==> src/rtl/subckt_sig_sequencer.sv <==
// Signature-test sequencer for one extracted subcircuit: holds it in reset, drives LFSR
// stimulus, compacts its response into a 16-bit MISR and compares against a golden value.
module subckt_sig_sequencer #(
  parameter int STIM_W  = 4,
  parameter int RESP_W  = 1,
  parameter int CNT_W   = 16,
  parameter int LAT     = 3,
  parameter int RST_CYC = 2
) (
  input  logic              I1470,
  input  logic              I1477,
  input  logic              start,
  input  logic              abort,
  input  logic [15:0]       seed,
  input  logic [CNT_W-1:0]  n_vectors,
  input  logic [15:0]       golden_sig,
  input  logic [RESP_W-1:0] resp_i,
  output logic [STIM_W-1:0] stim_o,
  output logic              dut_rst_o,
  output logic              busy,
  output logic              done,
  output logic              pass,
  output logic [15:0]       signature
);

  // One spare bit so n_vectors + LAT never wraps the phase counter.
  localparam int K_W = CNT_W + 1;
  localparam logic [K_W-1:0] RST_LAST = K_W'(RST_CYC - 1);
  localparam logic [K_W-1:0] LAT_K    = K_W'(LAT);

  typedef enum logic [2:0] {
    IDLE  = 3'd0,
    RST   = 3'd1,
    APPLY = 3'd2,
    FLUSH = 3'd3,
    DONE  = 3'd4
  } state_t;

  state_t           state, state_nxt;
  logic [K_W-1:0]   cnt, cnt_nxt;
  logic [K_W-1:0]   apply_last, flush_last;
  logic [CNT_W-1:0] n_lat;
  logic [15:0]      lfsr, misr;
  logic             accept, capture;

  function automatic logic [15:0] shift16(input logic [15:0] v);
    return {v[14:0], v[15] ^ v[13] ^ v[12] ^ v[10]};
  endfunction

  assign apply_last = {1'b0, n_lat} - K_W'(1);
  assign flush_last = {1'b0, n_lat} + LAT_K - K_W'(1);

  assign busy      = (state == RST) || (state == APPLY) || (state == FLUSH);
  assign dut_rst_o = !((state == APPLY) || (state == FLUSH));
  assign stim_o    = (state == APPLY) ? lfsr[STIM_W-1:0] : '0;
  assign done      = (state == DONE) && !abort;
  // cnt runs continuously from the first APPLY cycle, so it is the response index k.
  assign capture   = ((state == APPLY) || (state == FLUSH)) && (cnt >= LAT_K);

  always_comb begin
    state_nxt = state;
    cnt_nxt   = cnt;
    accept    = 1'b0;
    case (state)
      IDLE: begin
        cnt_nxt = '0;
        if (start) begin
          accept    = 1'b1;
          state_nxt = RST;
        end
      end
      RST: begin
        if (cnt == RST_LAST) begin
          cnt_nxt   = '0;
          state_nxt = (n_lat == '0) ? DONE : APPLY;
        end else begin
          cnt_nxt = cnt + K_W'(1);
        end
      end
      APPLY: begin
        cnt_nxt = cnt + K_W'(1);
        if (cnt == apply_last) state_nxt = FLUSH;
      end
      FLUSH: begin
        cnt_nxt = cnt + K_W'(1);
        if (cnt == flush_last) state_nxt = DONE;
      end
      DONE: begin
        cnt_nxt   = '0;
        state_nxt = IDLE;
      end
      default: begin
        cnt_nxt   = '0;
        state_nxt = IDLE;
      end
    endcase
    // abort overrides every transition, including a start seen in IDLE.
    if (abort) begin
      accept    = 1'b0;
      cnt_nxt   = '0;
      state_nxt = IDLE;
    end
  end

  always_ff @(posedge I1470 or posedge I1477) begin
    if (I1477) begin
      state     <= IDLE;
      cnt       <= '0;
      n_lat     <= '0;
      lfsr      <= '0;
      misr      <= '0;
      pass      <= 1'b0;
      signature <= '0;
    end else begin
      state <= state_nxt;
      cnt   <= cnt_nxt;
      if (accept) begin
        n_lat <= n_vectors;
        lfsr  <= (seed == 16'h0000) ? 16'hACE1 : seed;
        misr  <= '0;
        pass  <= 1'b0;
      end else begin
        if (state == APPLY) lfsr <= shift16(lfsr);
        if (capture)        misr <= shift16(misr) ^ 16'(resp_i);
      end
      if (abort) begin
        pass <= 1'b0;
      end else if (state == DONE) begin
        pass      <= (misr == golden_sig);
        signature <= misr;
      end
    end
  end

endmodule

==> config.mk <==
export PLATFORM = sky130hd
export DESIGN_NAME = subckt_sig_sequencer
export DESIGN_NICKNAME = d
export VERILOG_FILES = /design/src/rtl/subckt_sig_sequencer.sv
export SDC_FILE = /design/constraint.sdc
export NUM_CORES = 1
export LEC_CHECK = 0
export CAP_MARGIN = 20
export CORE_ASPECT_RATIO = 1.2
export CORE_MARGIN = 4
export CORE_UTILIZATION = 40
export CTS_CLUSTER_SIZE = 40
export DETAILED_ROUTE_END_ITERATION = 12
export GPL_TIMING_DRIVEN = 0
export SLEW_MARGIN = 20
export SYNTH_ARGS = -nofsm -noshare
export SYNTH_HDL_FRONTEND = slang
export SYNTH_SLANG_ARGS = --single-unit
==> constraint.sdc <==
create_clock -name I1470 -period 3.8 [get_ports I1470]
set_clock_uncertainty 0.05 [all_clocks]
set_input_delay 0.95 -clock I1470 [delete_from_list [all_inputs] [get_ports I1470]]
set_output_delay 0.95 -clock I1470 [all_outputs]
set_load 0.01 [all_outputs]
# Word level (Yosys, flattened, before mapping)
# Cells that the tools add are included.
[classes] add_sub_neg=4 order_cmp=1 n_eq_ne=12 muxes=22 bitwise=8 n_reduce_logical=16
[ops] cell="16-bit 2-to-1 mux" count=5
[ops] cell="17-bit equality test" count=2
[ops] cell="17-bit 2-to-1 mux" count=2
[ops] cell="17-bit one-hot mux with 2 select lines" count=1
[ops] cell="16-bit logical NOT" count=2
[ops] cell="3-bit 2-to-1 mux" count=6
[ops] cell="16-bit by 2-bit adder with 17-bit output (second input constant)" count=1
[ops] cell="17-bit by 1-bit adder with 17-bit output (second input constant)" count=1
[ops] cell="17-bit by 1-bit equality test with 1-bit output (second input constant)" count=1
[ops] cell="17-bit by 2-bit >= comparator with 1-bit output (second input constant)" count=1
[ops] cell="16-bit by 1-bit subtractor with 17-bit output (second input constant)" count=1
[ops] cell="17-bit by 1-bit subtractor with 17-bit output (second input constant)" count=1
[ops] cell="16-bit equality test" count=1
[ops] cell="16-bit by 1-bit XOR with 16-bit output" count=1
[ops] cell="3-bit one-hot mux with 4 select lines" count=1
[ops] cell="3-bit by 2-bit != test with 1-bit output (second input constant)" count=3
[ops] cell="3-bit by 2-bit equality test with 1-bit output (second input constant)" count=2
[ops] cell="1-bit 2-to-1 mux" count=6
[ops] cell="1-bit XOR" count=6
[ops] cell="4-bit 2-to-1 mux" count=1
[ops] cell="4-bit AND reduction" count=1
[ops] cell="2-bit nonzero test" count=2
[ops] cell="3-bit by 1-bit equality test with 1-bit output (second input constant)" count=1
[ops] cell="3-bit equality test (second input constant)" count=1
[ops] cell="9 further kinds" count=13
[totals] register_bits=85 in_bits=53 output_inout_bits=24 wordCells=70

# Depth between registers and ports, before layout
# Gate-level depths: netlist of the first run.
[logic_depth] word_depth=6 depth_mapped=11 ltp_nobuf=10

# Worst setup path after synthesis of the first run
# No wires, ideal clock.
[synth_path] kind="in2out" startpoint="in abort" endpoint="out done" t_arrival_ns=1.986 required_time_ns=2.800 slack_ns=0.814 cell_stages=2 cell_sequence="nor4b_2 clkbuf_1"
[synth_via] elab_chain_len=2
[synth_lines] item="from (decl)" line_no="13" source="input logic abort,"
[synth_lines] item="1-bit logical NOT" line_no="56" source="assign done = (state == DONE) && !abort;"
[synth_lines] item="1-bit logical AND" line_no="56"
[synth_lines] item="to (decl)" line_no="21" source="output logic done,"
# Every way passes these cells.

# Worst setup path in the final report of the first run
# Same ends and word-level chain as after synthesis.

==> impl_metrics.env, run 1 <==
export IMPL_status="finished, final reports clean"
export IMPL_async_reset_ff_share_pct=100
export IMPL_first_iter_violations=162
export IMPL_fillCellCount=1161
export IMPL_synth_edff_count=0
export IMPL_cp_data_required_time_ps=2800
export IMPL_fin_total_pwr_mw=3.85
export IMPL_netlist_area_sq_um=4970
export IMPL_seq_area_frac_synth_pct=42.8
export IMPL_die_h_um=130
export IMPL_ys_types=51
export IMPL_hold_ws_ps=422
export IMPL_worst_path_stages=4
export IMPL_setup_viol=0
export IMPL_hold_path_class="register to register"
export IMPL_fp_dieW_um=110
export IMPL_postSynthAreaPerCell_sq_um=9.19
export IMPL_crit_path_end_kind="primary output"
export IMPL_layout_drive_gt1_share_pct=7.72
export IMPL_regArea_sq_um=2130
export IMPL_vias=4221
export IMPL_reg2reg_depth=11
export IMPL_multi_input_area_sq_um=2660
export IMPL_nets=689
export IMPL_final_max_slew_viol_count=0
export IMPL_critPathArrivalTime_ps=2670
export IMPL_synthFlopType="dfrtp_1"
export IMPL_antennaDiodeCount=0
export IMPL_clk_path_buf_depth=2
export IMPL_dieArea_sq_um=14300
export IMPL_r2r_slack_ps=690
export IMPL_crit_top_cell="clkdlybuf4s50_1"
export IMPL_finalWirelength_mm=12.8
export IMPL_cts_tree="done"
export IMPL_cts_sinks=85
export IMPL_routed_via_density=5.30
export IMPL_hold_violations=0
export IMPL_area_delta_synth_final_pct=26.2
export IMPL_fin_crit_sh_pct=96.5
export IMPL_core_area_sq_um=12100
export IMPL_holdPathStages=2
export IMPL_finish_utilization_pct=51.8
export IMPL_maxCapViolCount=0
export IMPL_p_leak_nw=2.77
export IMPL_place_hpwl_mm=9.49
export IMPL_min_delay_start="lfsr[0]"
export IMPL_overflow=0
export IMPL_ys_ff_latch=85
export IMPL_fmax_ghz=0.273
export IMPL_cp_slowest_cell="clkdlybuf4s50_1"
export IMPL_powerDensity_nw_per_um2=614
export IMPL_synth_nets=600
export IMPL_path_clk_slew_ps=60
export IMPL_grt_pass1_vias=4259
export IMPL_cts_root_buf="clkbuf_16"
export IMPL_ioPinCount=77
export IMPL_place_gp_congestion=0.877
export IMPL_grt_pass1_wl_mm=21.3
export IMPL_critical_path_class="primary input to primary output"
export IMPL_grt_usage_pct=19.0
export IMPL_dp_cells=779
export IMPL_drc=0
export IMPL_cp_max_fo=10
export IMPL_tightest_slew_ps=764
export IMPL_cts_hold_fix_buffers=0
export IMPL_r2r_start="n_lat[2]"
export IMPL_whs_endpoint="lfsr[0]"
export IMPL_rsz0062_at_grt="false"
export IMPL_portBuffers=76
export IMPL_startpoint_type="primary input"
export IMPL_core_rowCount=44
export IMPL_ir_drop_v=0.000292
export IMPL_clk_latency_ps=340
export IMPL_cp_top_family="buffers and inverters"
export IMPL_grt_max_degree=48
export IMPL_yosys_warnings=0
export IMPL_cts_buffers=9
export IMPL_grt_antenna_before_repair=0
export IMPL_final_cell_count_no_fill=796
export IMPL_syn_inst=541
export IMPL_h_tree_depth=3
export IMPL_path_cells="clkdlybuf4s50_1 > nor4b_4 > clkbuf_2 > clkdlybuf4s50_1"
export IMPL_cpPeakStageDelay_ps=600
export IMPL_relSlewSlack_pct=48.9
export IMPL_wl_per_cell_um=16.0
export IMPL_start_util_pct=41.1
export IMPL_crit_buf_inv=3
export IMPL_first_pass_iters=5
export IMPL_reg2reg_to="state[0]"
export IMPL_setup_tns_ps=0
export IMPL_final_antenna_net_count=0
export IMPL_fin_crit_ps=3670
==> layout by cell type, fill, tap and decap left out, types with 2 or more instances in the layout <==
cell	count
buf_2	4
mux2i_1	18
nor4_1	12
clkdlybuf4s50_1	76
o21ai_0	36
a41oi_1	2
or4_1	3
nor4_2	3
dfrtp_1	85
nand3_1	18
clkbuf_1	27
ha_1	6
nand4b_1	2
o211ai_1	2
o22ai_1	2
buf_6	3
a211oi_1	3
a21oi_1	20
clkbuf_16	9
nor3b_1	2
or3_1	4
nor3_1	12
xnor2_1	28
nand4_1	10
nor2_1	57
xor2_1	39
mux2_2	16
inv_1	8
a31oi_1	5
and3_1	11
nor2b_1	2
nor4b_4	2
and2_1	3
buf_1	3
clkinvlp_4	2
nor4b_1	2
nand2_1	73
a221o_1	2
and4_1	2
==> stage by stage <==
stage	instance area [sq um]	setup WS [ps]
floorplan	4970	607
global placement	5940	-854
detailed placement	5970	-728
CTS	6280	103
global route	6280	6.34
finish	6280	132
==> cells by family after synthesis <==
kind of cell,share of synthesized area (%)
AND/OR/NAND/NOR,22.7
flip-flops,42.8
AO/OA/AOI/OAI,9.91
XOR/XNOR,11.8
buffers and inverters,3.87
multiplexers,7.47
adder cells (fa/ha/maj),1.51
==> metal layers <==
metal  GRT usage [%]  part of all wire (%)
met5               0                     0
met1            25.0                    44
met2            31.1                    48
met4            5.72                   1.7
met3            4.30                   5.8
==> worst max-delay path by stage <==
| stage | slack, ps | start | end |
|---|---|---|---|
| 6_report | 130 | abort | done |
| 3_3_place_gp | -850 | I1477 | n_lat[6] |
| 5_1_grt | 6 | abort | done |
| 4_1_cts | 100 | abort | done |
| 2_1_floorplan | 610 | I1477 | cnt[0] |
| 3_5_place_dp | -730 | abort | done |
==> worst reg2reg max path, stage by stage (launching register included) <==
cell,delay [ps]
dfrtp_1,370
buf_2,170
inv_1,80
ha_1,190
nor4b_4,400
nand2_1,120
or4_1,510
a221oi_2,250
o211ai_1,170
a2111o_1,420
a21oi_1,170
o22a_1,150
==> Yosys cell counts (all sizes together), types with 5 or more instances <==
library cell   n  area (sq um)
xor2          39           342
nand4         10          62.6
ha             6          75.1
mux2          17           191
nand2         73           274
nor4          15           113
dfrtp         85          2130
a21oi         20           100
buf           10          65.1
a31oi          5          31.3
inv            9          33.8
and3          11          68.8
nand3         18          90.1
nor4b          5          71.3
nor3          13          76.3
mux2i         18           180
xnor2         28           245
clkbuf        25          93.8
nor2          57           214
o21ai         37           185
==> repair_timing <==
action	in CTS	in global routing
buffers inserted	1	0
endpoints found under the setup margin	1	0
resized for setup	2	0
==> flip-flops by register name (all words and copies together) (netlist names) <==
signal	cells
signature	16
pass	1
lfsr	16
state	3
misr	16
n_lat	16
cnt	17
==> cell type report <==
type | instances | share of cell area [%]
multi-input combinational | 412 | 42.4
timing repair buffer | 78 | 12.7
clock buffer | 13 | 3.99
clock inverter | 3 | 0.717
inverter | 9 | 0.578
tap | 161 | 3.21
sequential | 85 | 33.9
buffer | 35 | 2.55
==> where the power goes <==
group	internal [mW]	leakage (nW)	total, mW	switching [mW]
registers	1.16	1.12	1.33	0.171
clock network	0.528	0.136	0.890	0.361
logic	0.720	1.52	1.64	0.916
Note: power is estimated with default switching activity, not from simulation.
==> inputs of run 2 (changes only) <==
--- a/config.mk
+++ b/config.mk
@@ -12,6 +12,7 @@
 export CTS_CLUSTER_SIZE = 40
 export DETAILED_ROUTE_END_ITERATION = 12
 export GPL_TIMING_DRIVEN = 0
+export PLACE_DENSITY = 0.67
 export SLEW_MARGIN = 20
 export SYNTH_ARGS = -nofsm -noshare
 export SYNTH_HDL_FRONTEND = slang
==> run 2 against run 1 <==
Net effect: combinational power about the same; final area is essentially flat; fmax decreased by 0.82%; first-iteration DRC count increased by 44%; global-route usage decreased by 0.12 points; core utilization hardly changed; final cell count unchanged; worst hold slack lost 5.6 ps; total power increased by 0.16%; die area unchanged; critical path type unchanged; critical endpoint unchanged.
==> impl_metrics.env, run 2 (synthesis gave the netlist of run 1 again) <==
export IMPL_status="finished, final reports clean"
export IMPL_cts_root_buf="clkbuf_16"
export IMPL_power_switching_mw=1.47
export IMPL_fp_dieW_um=110
export IMPL_fin_crit_sh_pct=97.3
export IMPL_place_area_sq_um=5970
export IMPL_relSlewSlack_pct=55.4
export IMPL_place_hpwl_mm=9.53
export IMPL_setup_tns_ps=0
export IMPL_setup_viol=0
export IMPL_fin_crit_ps=3700
export IMPL_clock_power_share_pct=23.0
export IMPL_tightest_slew_ps=667
export IMPL_finish_utilization_pct=51.9
export IMPL_largest_reg_flops=17
export IMPL_start_util_pct=41.1
export IMPL_regMostFlops="cnt"
export IMPL_critical_path_class="primary input to primary output"
export IMPL_layout_drive_gt1_share_pct=8.19
export IMPL_fin_total_pwr_mw=3.86
export IMPL_final_antenna_net_count=0
export IMPL_grt_usage_pct=18.9
export IMPL_clk_path_buf_depth=2
export IMPL_holdPathStages=2
export IMPL_ir_drop_v=0.000302
export IMPL_layout_commonest_cell="dfrtp_1"
export IMPL_h_tree_depth=3
export IMPL_cp_data_required_time_ps=2800
export IMPL_reg2reg_depth=11
export IMPL_grt_antenna_before_repair=0
export IMPL_startpoint_type="primary input"
export IMPL_cts_tree="done"
export IMPL_ioPinCount=77
export IMPL_clk_latency_ps=340
export IMPL_portBuffers=76
export IMPL_hold_violations=0
export IMPL_first_iter_violations=234
export IMPL_cp_max_fo=10
export IMPL_fmax_ghz=0.270
export IMPL_antennaDiodeCount=0
export IMPL_dieArea_sq_um=14300
export IMPL_wl_per_cell_um=15.9
export IMPL_hold_ws_ps=417
export IMPL_rsz0062_at_grt="false"
export IMPL_cts_sinks=85
export IMPL_path_clk_slew_ps=60
export IMPL_seqPwrFrac_pct=34.6
export IMPL_maxCapViolCount=0
export IMPL_overflow=0
export IMPL_core_area_sq_um=12100
export IMPL_first_pass_iters=5
export IMPL_grt_pass1_wl_mm=21.0
export IMPL_core_rowCount=44
export IMPL_p_int_mw=2.39
export IMPL_powerDensity_nw_per_um2=614
export IMPL_die_h_um=130
export IMPL_grt_max_degree=49
export IMPL_finalWirelength_mm=12.7
export IMPL_fillCellCount=1141
export IMPL_cp_slowest_cell="clkdlybuf4s50_1"
export IMPL_hold_path_class="register to register"
export IMPL_p_sw_share_pct=38.1
export IMPL_mostFrequentLayoutCells="dfrtp_1 (85), clkdlybuf4s50_1 (76), nand2_1 (73)"
export IMPL_nets=689
export IMPL_p_leak_nw=2.78
export IMPL_crit_path_end_kind="primary output"
export IMPL_final_max_slew_viol_count=0
export IMPL_path_cells="clkdlybuf4s50_1 > nor4b_4 > clkbuf_2 > clkdlybuf4s50_1"
export IMPL_critPathArrivalTime_ps=2700
export IMPL_combPwrFrac_pct=42.4
export IMPL_place_gp_congestion=0.870
export IMPL_vias=4229
export IMPL_cpPeakStageDelay_ps=600
export IMPL_fin_area_sq_um=6280
export IMPL_crit_top_cell="clkdlybuf4s50_1"
export IMPL_cts_buffers=9
export IMPL_routed_via_density=5.31
export IMPL_drc=0
export IMPL_area_delta_synth_final_pct=26.3
export IMPL_grt_pass1_vias=4527
[run 2: cell types whose count changed in the layout (fill, tap and decap cells not counted)]
cell	previous run	this run
clkbuf_1	27	24
clkbuf_8	1	0
clkinv_2	0	2
clkinv_4	0	1
clkinvlp_4	2	1
inv_6	0	2
[run 2: metal layers]
| layer | part of all wire (%) | track usage, % |
|---|---|---|
| met2 | 50 | 33.0 |
| met3 | 5.5 | 4.45 |
| met5 | 0 | 0 |
| met1 | 41 | 22.1 |
| met4 | 2.6 | 7.56 |
[run 2: power by group through the flow]
stage / sequential (mW) / clock [mW] / combinational, mW
3_5_place_dp: 1.35 / 0 / 1.63
2_1_floorplan: 1.33 / 0 / 1.11
3_3_place_gp: 1.34 / 0 / 1.58
5_1_grt: 1.37 / 0.939 / 1.82
6_report: 1.34 / 0.887 / 1.64
4_1_cts: 1.34 / 0.906 / 1.64
[run 2: worst max-delay path: cells and delay by family]
kind	cells	cell delay (ps)
AND/OR/NAND/NOR	1	330
buffers and inverters	3	1410
[run 2: final timing paths]
| kind | startpoint | to | slack, ps |
|---|---|---|---|
| worst max-delay path | abort | done | 100 |
| worst min-delay path | lfsr[0] | lfsr[0] | 420 |
| worst max register to register | n_lat[2] | state[0] | 730 |
| worst min register to register | lfsr[0] | lfsr[0] | 420 |
| max in group asynchronous | I1477 | n_lat[7] | 2150 |
| min in group asynchronous | I1477 | lfsr[13] | 950 |
[run 2: cell type report]
class                   instances  area [sq um]  area share [%]
multi-input cells             412          2660            42.4
flip-flops and latches         85          2130            33.9
repair buffers                 78           796            12.7
clock buffers                   9           225            3.58
well taps                     161           201            3.21
plain buffers                  35           160            2.55
clock inverters                 7          73.8            1.18
inverters                       9          36.3           0.578
[run 2: per-stage QoR]
stage / setup slack, ps / cells
after floorplan: 607 / 541
after global placement: -714 / 778
after detailed placement: -683 / 779
after CTS: 97.5 / 796
after global routing: 47.8 / 796
final: 102 / 796
[run 2: what timing repair did]
item / CTS / global route
gates resized for setup: 2 / 0
hold buffers: 0 / 0
buffers inserted: 1 / 0
hold endpoints to repair: 0 / 0
setup endpoints to repair: 1 / 0
==> inputs of run 3 (changes only) <==
--- a/config.mk
+++ b/config.mk
@@ -7,7 +7,6 @@
 export LEC_CHECK = 0
 export CAP_MARGIN = 20
 export CORE_ASPECT_RATIO = 1.2
-export CORE_MARGIN = 4
 export CORE_UTILIZATION = 40
 export CTS_CLUSTER_SIZE = 40
 export DETAILED_ROUTE_END_ITERATION = 12
==> constraint.sdc (replaced) <==
create_clock -name I1470 -period 3.8 [get_ports I1470]
set_clock_uncertainty 0.05 [all_clocks]
set_input_delay 0.95 -clock I1470 [delete_from_list [all_inputs] [get_ports I1470]]
set_output_delay 0.95 -clock I1470 [all_outputs]
set_load 0.1 [all_outputs]
==> run 3 against run 2 <==
Net effect: critical path depth did not move; sequential share of layout area is 0.17 points lower; non-clock buffer count is the same; final cell count stayed put; register-to-register slack gained 30 ps; fmax shrank 0.17%; core utilization up 0.26 points; sequential power hardly changed; global-route usage up 2.0 points; worst hold slack improved by 17 ps; combinational power grew 32%; count of clock-buffer cells in the layout rose by 2; critical endpoint unchanged; largest power group unchanged; highest routed layer unchanged.
==> impl_metrics.env, run 3 (synthesis gave the netlist of run 1 again) <==
export IMPL_cp_slowest_cell="clkdlybuf4s18_2"
export IMPL_core_area_sq_um=12100
export IMPL_cts_buffers=9
export IMPL_cts_sinks=85
export IMPL_final_max_slew_viol_count=0
export IMPL_grt_pass1_vias=4352
export IMPL_largest_reg_flops=17
export IMPL_place_hpwl_mm=9.36
export IMPL_tightest_slew_ps=1010
export IMPL_critical_path_class="primary input to primary output"
export IMPL_cp_data_required_time_ps=2800
export IMPL_crit_buf_inv=3
export IMPL_antennaDiodeCount=0
export IMPL_p_int_mw=2.48
export IMPL_finalWirelength_mm=12.7
export IMPL_fin_crit_ps=3700
export IMPL_cp_max_fo=10
export IMPL_hold_ws_ps=434
export IMPL_clock_power_share_pct=21.8
export IMPL_path_clk_slew_ps=60
export IMPL_cts_root_buf="clkbuf_16"
export IMPL_cp_top_family="buffers and inverters"
export IMPL_ir_drop_v=0.000512
export IMPL_startpoint_type="primary input"
export IMPL_relSlewSlack_pct=32.3
export IMPL_cpPeakStageDelay_ps=590
export IMPL_seqPwrFrac_pct=29.8
export IMPL_min_delay_start="lfsr[0]"
export IMPL_path_cells="clkdlybuf4s50_1 > nor4b_4 > clkbuf_2 > clkdlybuf4s18_2"
export IMPL_place_gp_congestion=0.842
export IMPL_hold_violations=0
export IMPL_clk_path_buf_depth=2
export IMPL_ioPinCount=77
export IMPL_fin_total_pwr_mw=4.47
export IMPL_clk_latency_ps=340
export IMPL_p_sw_share_pct=44.5
export IMPL_setup_ws_ps=95.8
export IMPL_final_antenna_net_count=0
export IMPL_layout_drive_gt1_share_pct=8.35
export IMPL_mostFrequentLayoutCells="dfrtp_1 (85), nand2_1 (73), clkdlybuf4s50_1 (71)"
export IMPL_powerDensity_nw_per_um2=708
export IMPL_grt_max_degree=50
export IMPL_wl_per_cell_um=15.9
export IMPL_dieArea_sq_um=12900
export IMPL_p_leak_nw=2.82
export IMPL_fmax_ghz=0.270
export IMPL_first_pass_iters=4
export IMPL_critPathArrivalTime_ps=2700
export IMPL_startpoint="abort"
export IMPL_vias=4269
export IMPL_pre_cts_ws_ps=-1320
export IMPL_combPwrFrac_pct=48.3
export IMPL_core_rowCount=44
export IMPL_drc=0
export IMPL_hold_path_class="register to register"
export IMPL_status="finished, final reports clean"
export IMPL_power_switching_mw=1.99
export IMPL_setup_viol=0
export IMPL_die_h_um=124
export IMPL_first_iter_violations=282
export IMPL_portBuffers=76
export IMPL_crit_path_end_kind="primary output"
export IMPL_routed_via_density=5.36
export IMPL_h_tree_depth=3
export IMPL_start_util_pct=41.1
export IMPL_area_delta_synth_final_pct=26.9
export IMPL_rsz0062_at_grt="false"
export IMPL_grt_usage_pct=20.9
export IMPL_grt_pass1_wl_mm=21.3
export IMPL_cts_tree="done"
export IMPL_fp_dieW_um=104
export IMPL_nets=689
export IMPL_fin_crit_sh_pct=97.5
export IMPL_grt_antenna_before_repair=0
export IMPL_maxCapViolCount=0
export IMPL_r2r_start="n_lat[2]"
export IMPL_layout_commonest_cell="dfrtp_1"
export IMPL_regMostFlops="cnt"
export IMPL_overflow=0
-- run 3: cell types whose count changed in the layout (fill, tap and decap cells not counted), sizes merged --
cell and change:
clkinvlp -1, dlygate4sd2 +4, clkbuf +2, clkdlybuf4s50 -5, bufinv +1, inv -2
clkdlybuf4s18 +1
-- run 3: stage by stage --
step | cells | instance area (sq um) | util (%) | setup TNS [ps]
final | 796 | 6310 | 52.1 | 0
after floorplan | 541 | 4970 | - | 0
after detailed placement | 779 | 5970 | 49.3 | -1320
after CTS | 796 | 6310 | 52.1 | 0
after global placement | 778 | 5940 | 49.0 | -63750
after global routing | 796 | 6310 | 52.1 | 0
-- run 3: power groups by stage --
stage / Clock [mW] / Combinational (mW) / Sequential [mW]
detailed placement: 0 / 2.15 / 1.35
global route: 1.03 / 2.35 / 1.37
floorplan: 0 / 1.25 / 1.70
CTS: 0.990 / 2.16 / 1.34
global placement: 0 / 2.10 / 1.34
finish: 0.975 / 2.16 / 1.34
-- run 3: worst paths after layout --
path | to | slack [ps] | cells past startpoint
worst max register to register | state[0] | 760 | 11
worst min-delay path | lfsr[0] | 430 | 2
worst max-delay path | done | 100 | 4
worst min register to register | lfsr[0] | 430 | 2
min in group asynchronous | lfsr[15] | 950 | 2
max in group asynchronous | cnt[3] | 2130 | 3
-- run 3: cell type report --
cell class	count	area [sq um]
Buffer	35	160
Clock buffer	11	253
Clock inverter	5	82.6
Fill cell	1169	5800
Inverter	9	36.3
Multi-Input combinational cell	412	2660
Sequential cell	85	2130
Tap cell	161	201
Timing Repair Buffer	78	791
-- run 3: routing by layer --
layer	track usage, %	routed length [um]	vias to the layer above
met2	38.4	6610	125
met5	0	0	-
met3	4.08	553	24
met1	23.9	5200	2062
li1	-	-	2058
met4	9.11	320	0
-- run 3: what timing repair did --
| action | in CTS | in global routing |
|---|---|---|
| endpoints found under the hold margin | 0 | 0 |
| setup buffers | 1 | 0 |
| resized for setup | 9 | 1 |
| setup endpoints to repair | 5 | 1 |
| pin swaps | 1 | 0 |
| hold buffers | 0 | 0 |
-- run 3: tightest hold or removal path, cell delays in order, from the launching register on --
cell and delay (ps):
dfrtp_1 350, nand2_1 50, nand2_1 50
